--- src/rtl/vga_timing_gen_if.sv ---
// Video timing bundle from the generator (master) to the painter and DAC (slave).
// frame_cnt exists only when VGA_FRAME_CNT_EN is defined.
interface vga_timing_gen_if;
  logic       pix_en;
  logic [9:0] x;
  logic [9:0] y;
  logic       hsync;
  logic       vsync;
  logic       blank_n;
  logic       line_start;
  logic       frame_start;
`ifdef VGA_FRAME_CNT_EN
  logic [7:0] frame_cnt;
`endif

  modport master (
    output pix_en, x, y, hsync, vsync, blank_n, line_start, frame_start
`ifdef VGA_FRAME_CNT_EN
    , output frame_cnt
`endif
  );

  modport slave (
    input pix_en, x, y, hsync, vsync, blank_n, line_start, frame_start
`ifdef VGA_FRAME_CNT_EN
    , input frame_cnt
`endif
  );
endinterface

--- src/rtl/vga_timing_gen.sv ---
// VGA timing: pixel enable every CLK_DIV clks, x/y counters, syncs/blank registered with zero skew to x/y; no backpressure.
// Optional 8-bit frame counter on the interface when VGA_FRAME_CNT_EN is defined.
module vga_timing_gen #(
  parameter int H_ACTIVE = 640,
  parameter int H_FP     = 16,
  parameter int H_SYNC   = 96,
  parameter int H_BP     = 48,
  parameter int V_ACTIVE = 480,
  parameter int V_FP     = 10,
  parameter int V_SYNC   = 2,
  parameter int V_BP     = 33,
  parameter int CLK_DIV  = 2
) (
  input  logic                    clk,
  input  logic                    reset,
  vga_timing_gen_if.master        vid_o
);
  localparam int H_TOTAL = H_ACTIVE + H_FP + H_SYNC + H_BP;
  localparam int V_TOTAL = V_ACTIVE + V_FP + V_SYNC + V_BP;
  localparam int DIV_W   = (CLK_DIV > 1) ? $clog2(CLK_DIV) : 1;

  localparam logic [DIV_W-1:0] DIV_LAST = DIV_W'(CLK_DIV - 1);
  localparam logic [9:0] H_LAST   = 10'(H_TOTAL - 1);
  localparam logic [9:0] V_LAST   = 10'(V_TOTAL - 1);
  localparam logic [9:0] H_ACT    = 10'(H_ACTIVE);
  localparam logic [9:0] V_ACT    = 10'(V_ACTIVE);
  localparam logic [9:0] HS_FIRST = 10'(H_ACTIVE + H_FP);
  localparam logic [9:0] HS_LAST  = 10'(H_ACTIVE + H_FP + H_SYNC - 1);
  localparam logic [9:0] VS_FIRST = 10'(V_ACTIVE + V_FP);
  localparam logic [9:0] VS_LAST  = 10'(V_ACTIVE + V_FP + V_SYNC - 1);

  logic [DIV_W-1:0] div_cnt_q, div_cnt_d;
  logic             pix_en_q, pix_en_d;
  logic [9:0]       x_q, x_d;
  logic [9:0]       y_q, y_d;
  logic             hsync_q, hsync_d;
  logic             vsync_q, vsync_d;
  logic             blank_n_q, blank_n_d;
  logic             line_start_q, line_start_d;
  logic             frame_start_q, frame_start_d;
`ifdef VGA_FRAME_CNT_EN
  logic [7:0]       frame_cnt_q, frame_cnt_d;
`endif

  always_comb begin
    div_cnt_d     = (div_cnt_q == DIV_LAST) ? '0 : div_cnt_q + 1'b1;
    pix_en_d      = (div_cnt_q == DIV_LAST);
    x_d           = x_q;
    y_d           = y_q;
    line_start_d  = 1'b0;
    frame_start_d = 1'b0;
    if (pix_en_q) begin
      if (x_q == H_LAST) begin
        x_d          = '0;
        line_start_d = 1'b1;
        if (y_q == V_LAST) begin
          y_d           = '0;
          frame_start_d = 1'b1;
        end else begin
          y_d = y_q + 10'd1;
        end
      end else begin
        x_d = x_q + 10'd1;
      end
    end
    // Decode from the next coordinates so sync/blank change on the same edge as x/y.
    hsync_d   = !((x_d >= HS_FIRST) && (x_d <= HS_LAST));
    vsync_d   = !((y_d >= VS_FIRST) && (y_d <= VS_LAST));
    blank_n_d = (x_d < H_ACT) && (y_d < V_ACT);
`ifdef VGA_FRAME_CNT_EN
    frame_cnt_d = frame_start_d ? frame_cnt_q + 8'd1 : frame_cnt_q;
`endif
  end

  always_ff @(posedge clk) begin
    if (reset) begin
      div_cnt_q     <= '0;
      pix_en_q      <= 1'b0;
      x_q           <= '0;
      y_q           <= '0;
      hsync_q       <= 1'b1;
      vsync_q       <= 1'b1;
      blank_n_q     <= 1'b1;
      line_start_q  <= 1'b0;
      frame_start_q <= 1'b0;
`ifdef VGA_FRAME_CNT_EN
      frame_cnt_q   <= '0;
`endif
    end else begin
      div_cnt_q     <= div_cnt_d;
      pix_en_q      <= pix_en_d;
      x_q           <= x_d;
      y_q           <= y_d;
      hsync_q       <= hsync_d;
      vsync_q       <= vsync_d;
      blank_n_q     <= blank_n_d;
      line_start_q  <= line_start_d;
      frame_start_q <= frame_start_d;
`ifdef VGA_FRAME_CNT_EN
      frame_cnt_q   <= frame_cnt_d;
`endif
    end
  end

  assign vid_o.pix_en      = pix_en_q;
  assign vid_o.x           = x_q;
  assign vid_o.y           = y_q;
  assign vid_o.hsync       = hsync_q;
  assign vid_o.vsync       = vsync_q;
  assign vid_o.blank_n     = blank_n_q;
  assign vid_o.line_start  = line_start_q;
  assign vid_o.frame_start = frame_start_q;
`ifdef VGA_FRAME_CNT_EN
  assign vid_o.frame_cnt   = frame_cnt_q;
`endif
endmodule

--- src/flat_wrapper.sv ---
// flat-port wrapper written by rule: the top's interface ports become plain ports
module vga_timing_gen_flat 
#(
  parameter int H_ACTIVE = 640,
  parameter int H_FP     = 16,
  parameter int H_SYNC   = 96,
  parameter int H_BP     = 48,
  parameter int V_ACTIVE = 480,
  parameter int V_FP     = 10,
  parameter int V_SYNC   = 2,
  parameter int V_BP     = 33,
  parameter int CLK_DIV  = 2
)
  (clk, reset, vid_o_pix_en, vid_o_x, vid_o_y, vid_o_hsync, vid_o_vsync, vid_o_blank_n, vid_o_line_start, vid_o_frame_start);
  vga_timing_gen_if vid_o_i ();
  input  logic clk;
  input  logic reset;
  output wire logic [$bits(vid_o_i.pix_en)-1:0] vid_o_pix_en;
  output wire logic [$bits(vid_o_i.x)-1:0] vid_o_x;
  output wire logic [$bits(vid_o_i.y)-1:0] vid_o_y;
  output wire logic [$bits(vid_o_i.hsync)-1:0] vid_o_hsync;
  output wire logic [$bits(vid_o_i.vsync)-1:0] vid_o_vsync;
  output wire logic [$bits(vid_o_i.blank_n)-1:0] vid_o_blank_n;
  output wire logic [$bits(vid_o_i.line_start)-1:0] vid_o_line_start;
  output wire logic [$bits(vid_o_i.frame_start)-1:0] vid_o_frame_start;
  assign vid_o_pix_en = vid_o_i.pix_en;
  assign vid_o_x = vid_o_i.x;
  assign vid_o_y = vid_o_i.y;
  assign vid_o_hsync = vid_o_i.hsync;
  assign vid_o_vsync = vid_o_i.vsync;
  assign vid_o_blank_n = vid_o_i.blank_n;
  assign vid_o_line_start = vid_o_i.line_start;
  assign vid_o_frame_start = vid_o_i.frame_start;
  vga_timing_gen #(.H_ACTIVE(H_ACTIVE), .H_FP(H_FP), .H_SYNC(H_SYNC), .H_BP(H_BP), .V_ACTIVE(V_ACTIVE), .V_FP(V_FP), .V_SYNC(V_SYNC), .V_BP(V_BP), .CLK_DIV(CLK_DIV)) u_core (.clk(clk), .reset(reset), .vid_o(vid_o_i));
endmodule
--- config.mk ---
export PLATFORM = sky130hd
export DESIGN_NAME = vga_timing_gen_flat
export DESIGN_NICKNAME = d
export VERILOG_FILES = /design/src/rtl/vga_timing_gen_if.sv /design/src/rtl/vga_timing_gen.sv /design/src/flat_wrapper.sv
export SDC_FILE = /design/constraint.sdc
export NUM_CORES = 1
export LEC_CHECK = 0
export BUFFER_PORTS_ARGS = -buffer_cell sky130_fd_sc_hd__buf_2
export CAP_MARGIN = 20
export CELL_PAD_IN_SITES_DETAIL_PLACEMENT = 0
export CELL_PAD_IN_SITES_GLOBAL_PLACEMENT = 1
export CORE_UTILIZATION = 43
export DETAILED_ROUTE_END_ITERATION = 8
export PLACE_DENSITY = 0.84
export SLEW_MARGIN = 30
export SYNTH_ARGS = -nofsm -noshare
export SYNTH_HDL_FRONTEND = slang
export SYNTH_SLANG_ARGS = --single-unit
--- constraint.sdc ---
create_clock -name clk -period 4.3 [get_ports clk]
set_input_delay 0 -clock clk [delete_from_list [all_inputs] [get_ports clk]]
set_output_delay 0 -clock clk [all_outputs]
set_load 0.05 [all_outputs]
=== Word-level counts from Yosys, hierarchy flattened ===
Cells that the tools add are included.

* Logic and storage cells: 37
* Input bits: 2
* Flip-flop bits (word level): 27
* Output and inout bits: 26

* Equality and inequality tests: 2
* Reductions and logical operators: 8
* Add/subtract/negate cells: 3
* Bitwise logic cells: 2
* Mux-type cells: 7
* Order comparisons: 6

{| class="wikitable"
|+ Operators by type and width
! kind !! number
|-
| two-way mux 10 bit || 5
|-
| adder 10 x 1 -> 10 bit (second input constant) || 2
|-
| equality test 10 bit (second input constant) || 2
|-
| greater-or-equal comparator 10 bit (second input constant) || 1
|-
| greater-or-equal comparator 10 x 9 -> 1 bit (second input constant) || 1
|-
| <= comparator 10 bit (second input constant) || 1
|-
| <= comparator 10 x 9 -> 1 bit (second input constant) || 1
|-
| less-than comparator 10 bit (second input constant) || 1
|-
| less-than comparator 10 x 9 -> 1 bit (second input constant) || 1
|-
| OR reduction 2 bit || 2
|-
| logical AND 1 bit || 3
|-
| OR reduction 3 bit || 1
|-
| zero test 1 bit || 2
|-
| two-way mux 1 bit || 2
|-
| inverter 1 bit || 2
|-
| adder 1 bit (second input constant) || 1
|}

=== Logic depth before layout (Yosys ltp) ===
* Depth in word-level cells: 7
* Mapped depth: 8
* Depth with buffers taken out: 7

=== Worst setup path after synthesis ===
No wires, ideal clock.

* Path kind: flip-flop to flip-flop
* Start point: register u_core.x_q[0] (netlist: u_core.vid_o.x[0])
* End point: register u_core.vsync_q (netlist: u_core.vid_o.vsync)
* Clock period less this slack: 2,439 ps
* Slack: 1,861 ps
* Arrival: 2,305 ps
* Cell stages (with the launch flop): 8
* Required time: 4,166 ps
* Cell sequence: dfxtp_1 -> ha_1 -> and2_1 -> clkbuf_2 -> nand4_4 -> or4_4 -> a221oi_2 -> nand4_1

* Longest elaborated chain between the ends: 6
* Elaborated cells on any way between the ends: 7
* Classes of those cells: 2 x order compare; 1 x eq/ne; 2 x mux; 2 x reduce/logical

{| class="wikitable"
|+ Ends and longest elaborated chain
! element !! RTL line !! text
|-
| from (decl) || vga_timing_gen.sv:34 || <nowiki>logic [9:0] x_q, x_d;</nowiki>
|-
| from (signal assigned) || vga_timing_gen.sv:79 || <nowiki>x_q <= '0;</nowiki>
|-
| from (signal assigned) || vga_timing_gen.sv:92 || <nowiki>x_q <= x_d;</nowiki>
|-
| equality test 10 bit * || vga_timing_gen.sv:53 || <nowiki>if (x_q == H_LAST) begin</nowiki>
|-
| two-way mux 10 bit * || vga_timing_gen.sv:53 ||
|-
| two-way mux 10 bit * || vga_timing_gen.sv:52 || <nowiki>if (pix_en_q) begin</nowiki>
|-
| greater-or-equal comparator 10 x 9 -> 1 bit or <= comparator 10 x 9 -> 1 bit (tied branches) || vga_timing_gen.sv:68 || <nowiki>vsync_d = !((y_d >= VS_FIRST) && (y_d <= VS_LAST));</nowiki>
|-
| logical AND 1 bit * || vga_timing_gen.sv:68 ||
|-
| zero test 1 bit * || vga_timing_gen.sv:68 ||
|-
| to (signal assigned) || vga_timing_gen.sv:95 || <nowiki>vsync_q <= vsync_d;</nowiki>
|-
| to (decl) || vga_timing_gen.sv:37 || <nowiki>logic vsync_q, vsync_d;</nowiki>
|}

Mark *: on every way between the ends. The rest lies on a longest branch, timed or not.
A chain may end at the register's enable or synchronous reset.

=== Worst setup path after layout ===
Ends and elaborated chain as after synthesis.

==> results.md <==
- The via count is 1341.
- The kind of critical path is register to register.
- The number of cells on the worst reg-to-reg path is 6.
- The setup skew after layout is 0.0192 ns.
- In this run, synthesis inferred 0 flip-flops with an integrated enable.
- 28 I/O pins were placed.
- The tool flagged a number of max-cap violations equal to 0.
- The initial antenna violation count came to 0.
- The hold-fix buffer count after cts is 0.
- In the routed layout, each cell is associated on average with a via count of 5.71.
- The capture point of the worst reg-to-reg path is u_core.vid_o.vsync$_SDFF_PP1_.
- The power per cell area is 258 nW/um^2.
- In the final layout, the share of cells above drive strength 1 is 18.8%.
- The synthesized flop and latch total is 27.
- Once layout is complete, the utilization of the core stands at 51.7%.
- The number of distinct standard cells referenced by the synthesized netlist is 46.
- The cell depth of the worst min-delay path is 2.
- The tree built by TritonCTS fans out to 27 sinks.
- The number of nets in the layout is 197.
- Ranked by instance count, the synthesized netlist is headed by sky130_fd_sc_hd__dfxtp_1 (27), sky130_fd_sc_hd__nand2_1 (17), sky130_fd_sc_hd__nor2_1 (14).
- STA puts the critical path data arrival time at 2.64 ns.
- The critical path goes through ha_1 -> and2_1 -> nand4_4 -> or4_4 -> a221oi_2 -> nand4_1.
- Global routing consumed, over all layers together, 20.5% of the routing resources.
- Summing internal, switching and leakage power gives 0.414 mW.
- For the worst-skew pair, the clock arrives at the later sink with an insertion delay of 0.35 ns.
- The die footprint is 3530 um^2.
- Signal routing reaches up to met4.
- Wire segments on met3 add up to 115 um in the final route.
- Buffers placed on the I/O ports in this run total 27.
- The detailed router finished its first iteration with 94 violations.
- The highest clock frequency the design can meet is 0.417 GHz.
- The final hold violation count is 0.
- The critical-path maximum fanout is 19.
- In this run the horizontal extent of the chip is 59.4 um.
- The worst hold path begins at reset.
- In this run the static leakage power is 0.586 nW.
- The longest individual stage delay on the worst path is 0.61 ns.
- Headroom to the max-slew limit came out at 66.9%.
- The final routed wirelength across all metal layers is 3170 um.
- Buffers inserted during clock tree synthesis total 3.
- The capture endpoint of the worst hold path is u_core.div_cnt_q$_SDFF_PP0_.
- The final period demand of the worst path is 2.40 ns.
- The min-delay analysis places its worst path in the category input port to register.
- The maximum number of pins on one net before global-route repair is 29.
- The floorplan die height is 59.4 um.
- The area added between synthesis and finish is 13.0%.
- The number of gates resized after CTS was 0.
- The number of instances in the synthesized netlist is 169.
- By area the synthesized netlist is led by sky130_fd_sc_hd__dfxtp_1 (38%), sky130_fd_sc_hd__nand2_1 (4.5%), sky130_fd_sc_hd__a21oi_1 (3.9%), sky130_fd_sc_hd__nor3_1 (3.9%), sky130_fd_sc_hd__nor2_1 (3.7%).
- The commonest register cell after synthesis is sky130_fd_sc_hd__dfxtp_1.
- The slew of the pin with the lowest slew margin is 0.496 ns.
- In this run the register-to-register setup slack is 1.90 ns.
- The first global-routing pass estimated 5520 um of wire.
- The global route total overflow is 0.
- The kind of start point of the critical path is a register.
- Prior to clock tree synthesis, the placed netlist has a worst setup slack of 1.96 ns.
- The sequential share of the synthesized area is 38.1%.
- The layout has 321 filler cells.
- In this run the remaining antenna-violating nets after routing total 0.
- The number of H-tree levels is 1.
- In the final routed layout, each cell accounts on average for 13.5 um.
- The number of failing setup endpoints in the final timing report is 0.
- Setup repair after global routing left no endpoint under its margin.
- The number of detailed-route iterations in the first pass is 4.
- The flow ran to the end, and the final reports show no timing, DRC or antenna violations.
- The share of the cycle needed by the critical path after routing is 55.7%.
- Once the floorplan was initialized, standard cells occupied 45.7% of the core.
- The number of remaining DRC errors is 0.
- The setup TNS is 0 ns.
- Buffers added to address setup during post-CTS repair amount to 0.
- After legalization and detailed placement, the total HPWL measured 2260 um.
- The core footprint is 3100 um^2.
- The number of placed instances, taps included, is 231.
- Of all flip-flops after synthesis, the portion carrying an async set or reset was 0%.
- The root buffer cell is sky130_fd_sc_hd__clkbuf_4.
- Wire segments on met2 add up to 1390 um in the final route.
- The count of cells in the finished layout, fillers not included, comes to 235.
- The total nets after synthesis is 174.
- For this design, the slowest cell found on the critical path is sky130_fd_sc_hd__or4_4.
- The setup slack after layout is 1.90 ns.
- The average instance in the mapped netlist occupies 8.40 um^2.
- The number of antenna diodes in the final layout is 0.
- The highest ir drop seen on vdd is 0.000135 V.
- The clock transition time at the flip-flop clock pins of the worst setup and hold paths is 0.17 ns.
- The worst setup path is captured at a register.
- The met1 routed wirelength after detailed routing is 1610 um.
- Summing every instance area after synthesis gives 1420 um^2.
- Of all cell types, the one taking the most synthesized area is sky130_fd_sc_hd__dfxtp_1.
- Data on the critical path is required at its endpoint by 4.54 ns.
- The portion of synthesized cell area occupied by the leading cell type is 38.1%.
- The total number of yosys warnings is 0.
- The final weighted congestion of routability-driven global placement is 0.876.
- No sink is reached through more buffers than the 2 on the longest clock path.
- The clock tree from TritonCTS is done.
- The via count of the first global-routing pass is 1230.
- The standard-cell row count is 20.
- The startpoint identified for the worst register-to-register timing path is u_core.vid_o.x[0]$_SDFF_PP0_.
- The max-slew violation total from the final report is 0.
- By instance count, the leading cell after synthesis is sky130_fd_sc_hd__dfxtp_1.
[sequential cells by signal, indices dropped and copies added, names as in the netlist]
name	count
u_core.vid_o.pix_en	1
u_core.vid_o.vsync	1
u_core.vid_o.y	10
u_core.vid_o.hsync	1
u_core.vid_o.frame_start	1
u_core.div_cnt_q	1
u_core.vid_o.x	10
u_core.vid_o.line_start	1
u_core.vid_o.blank_n	1
[through the flow]
stage | hold WS (ns) | instance area (um^2)
2_1_floorplan | 0.314 | 1420
3_5_place_dp | 0.409 | 1570
3_3_place_gp | 0.395 | 1570
6_report | 0.0737 | 1600
5_1_grt | 0.0910 | 1600
4_1_cts | 0.0800 | 1600
[critical path, delay by kind of cell (launching register included)]
family / cells / cell delay (ns)
and+or+nand+nor: 4 / 1.32
DFF: 1 / 0.44
AOI/OAI and AO/OA: 1 / 0.29
adders and majority gates: 1 / 0.23
[layout by cell type, fill, tap and decap left out, types with 2 or more instances in the layout]
cell / synthesis / routed
sky130_fd_sc_hd__nand4_1: 5 / 5
sky130_fd_sc_hd__ha_1: 3 / 3
sky130_fd_sc_hd__and2_1: 3 / 3
sky130_fd_sc_hd__and3_1: 2 / 2
sky130_fd_sc_hd__and4_1: 2 / 2
sky130_fd_sc_hd__a22oi_1: 2 / 2
sky130_fd_sc_hd__inv_1: 5 / 5
sky130_fd_sc_hd__xnor2_1: 4 / 4
sky130_fd_sc_hd__o211ai_1: 2 / 2
sky130_fd_sc_hd__or3_1: 3 / 3
sky130_fd_sc_hd__a211oi_1: 3 / 3
sky130_fd_sc_hd__buf_2: 2 / 27
sky130_fd_sc_hd__nor2b_1: 2 / 2
sky130_fd_sc_hd__dfxtp_1: 27 / 27
sky130_fd_sc_hd__nor2_1: 14 / 14
sky130_fd_sc_hd__nand2_1: 17 / 17
sky130_fd_sc_hd__xor2_1: 4 / 4
sky130_fd_sc_hd__clkbuf_4: 0 / 3
sky130_fd_sc_hd__a21oi_1: 11 / 11
sky130_fd_sc_hd__o2111ai_1: 2 / 2
sky130_fd_sc_hd__nor3_1: 11 / 11
sky130_fd_sc_hd__nor3b_1: 4 / 4
sky130_fd_sc_hd__nand3_1: 10 / 10
sky130_fd_sc_hd__nand2b_1: 4 / 4
[cells by family after synthesis]
logic type	after synthesis	synth area share, %
compound gates	31	15.5
mux	1	0.705
fa+ha+maj	3	2.65
buf+inv	14	3.97
simple gates	85	34.1
xor+xnor	8	4.94
flops	27	38.1
[layout make-up]
cell class,count,area [um^2],area share (%)
Sequential cell,27,541,33.7
Inverter,5,18.8,1.17
Timing Repair Buffer,27,135,8.43
Clock buffer,3,22.5,1.41
Tap cell,44,55.1,3.43
Clock inverter,1,8.76,0.546
Multi-Input combinational cell,128,822,51.3
[how the worst max path moves through the flow]
stage	startpoint	end	slack, ns
detailed placement	u_core.vid_o.x[0]$_SDFF_PP0_	u_core.vid_o.vsync$_SDFF_PP1_	1.96
global route	u_core.vid_o.x[0]$_SDFF_PP0_	u_core.vid_o.vsync$_SDFF_PP1_	1.76
CTS	u_core.vid_o.x[0]$_SDFF_PP0_	u_core.vid_o.vsync$_SDFF_PP1_	1.93
finish	u_core.vid_o.x[0]$_SDFF_PP0_	u_core.vid_o.vsync$_SDFF_PP1_	1.90
global placement	u_core.vid_o.x[0]$_SDFF_PP0_	u_core.vid_o.vsync$_SDFF_PP1_	2.06
floorplan	u_core.vid_o.x[0]$_SDFF_PP0_	u_core.vid_o.vsync$_SDFF_PP1_	1.86
[where the power goes]
part	switching (mW)	total (mW)	internal (mW)	leakage (nW)
clock	0.0837	0.122	0.0380	0.0183
combinational	0.0244	0.0316	0.00720	0.349
sequential	0.00518	0.261	0.255	0.219
total	0.113	0.414	0.301	0.586
[per-layer routing]
metal  vias up  track usage, %
li1        666               -
met1       635            29.9
met2        35            28.9
met3         5            2.84
met4         0            10.5
met5         -               0
Note: power is estimated with default switching activity, not from simulation.
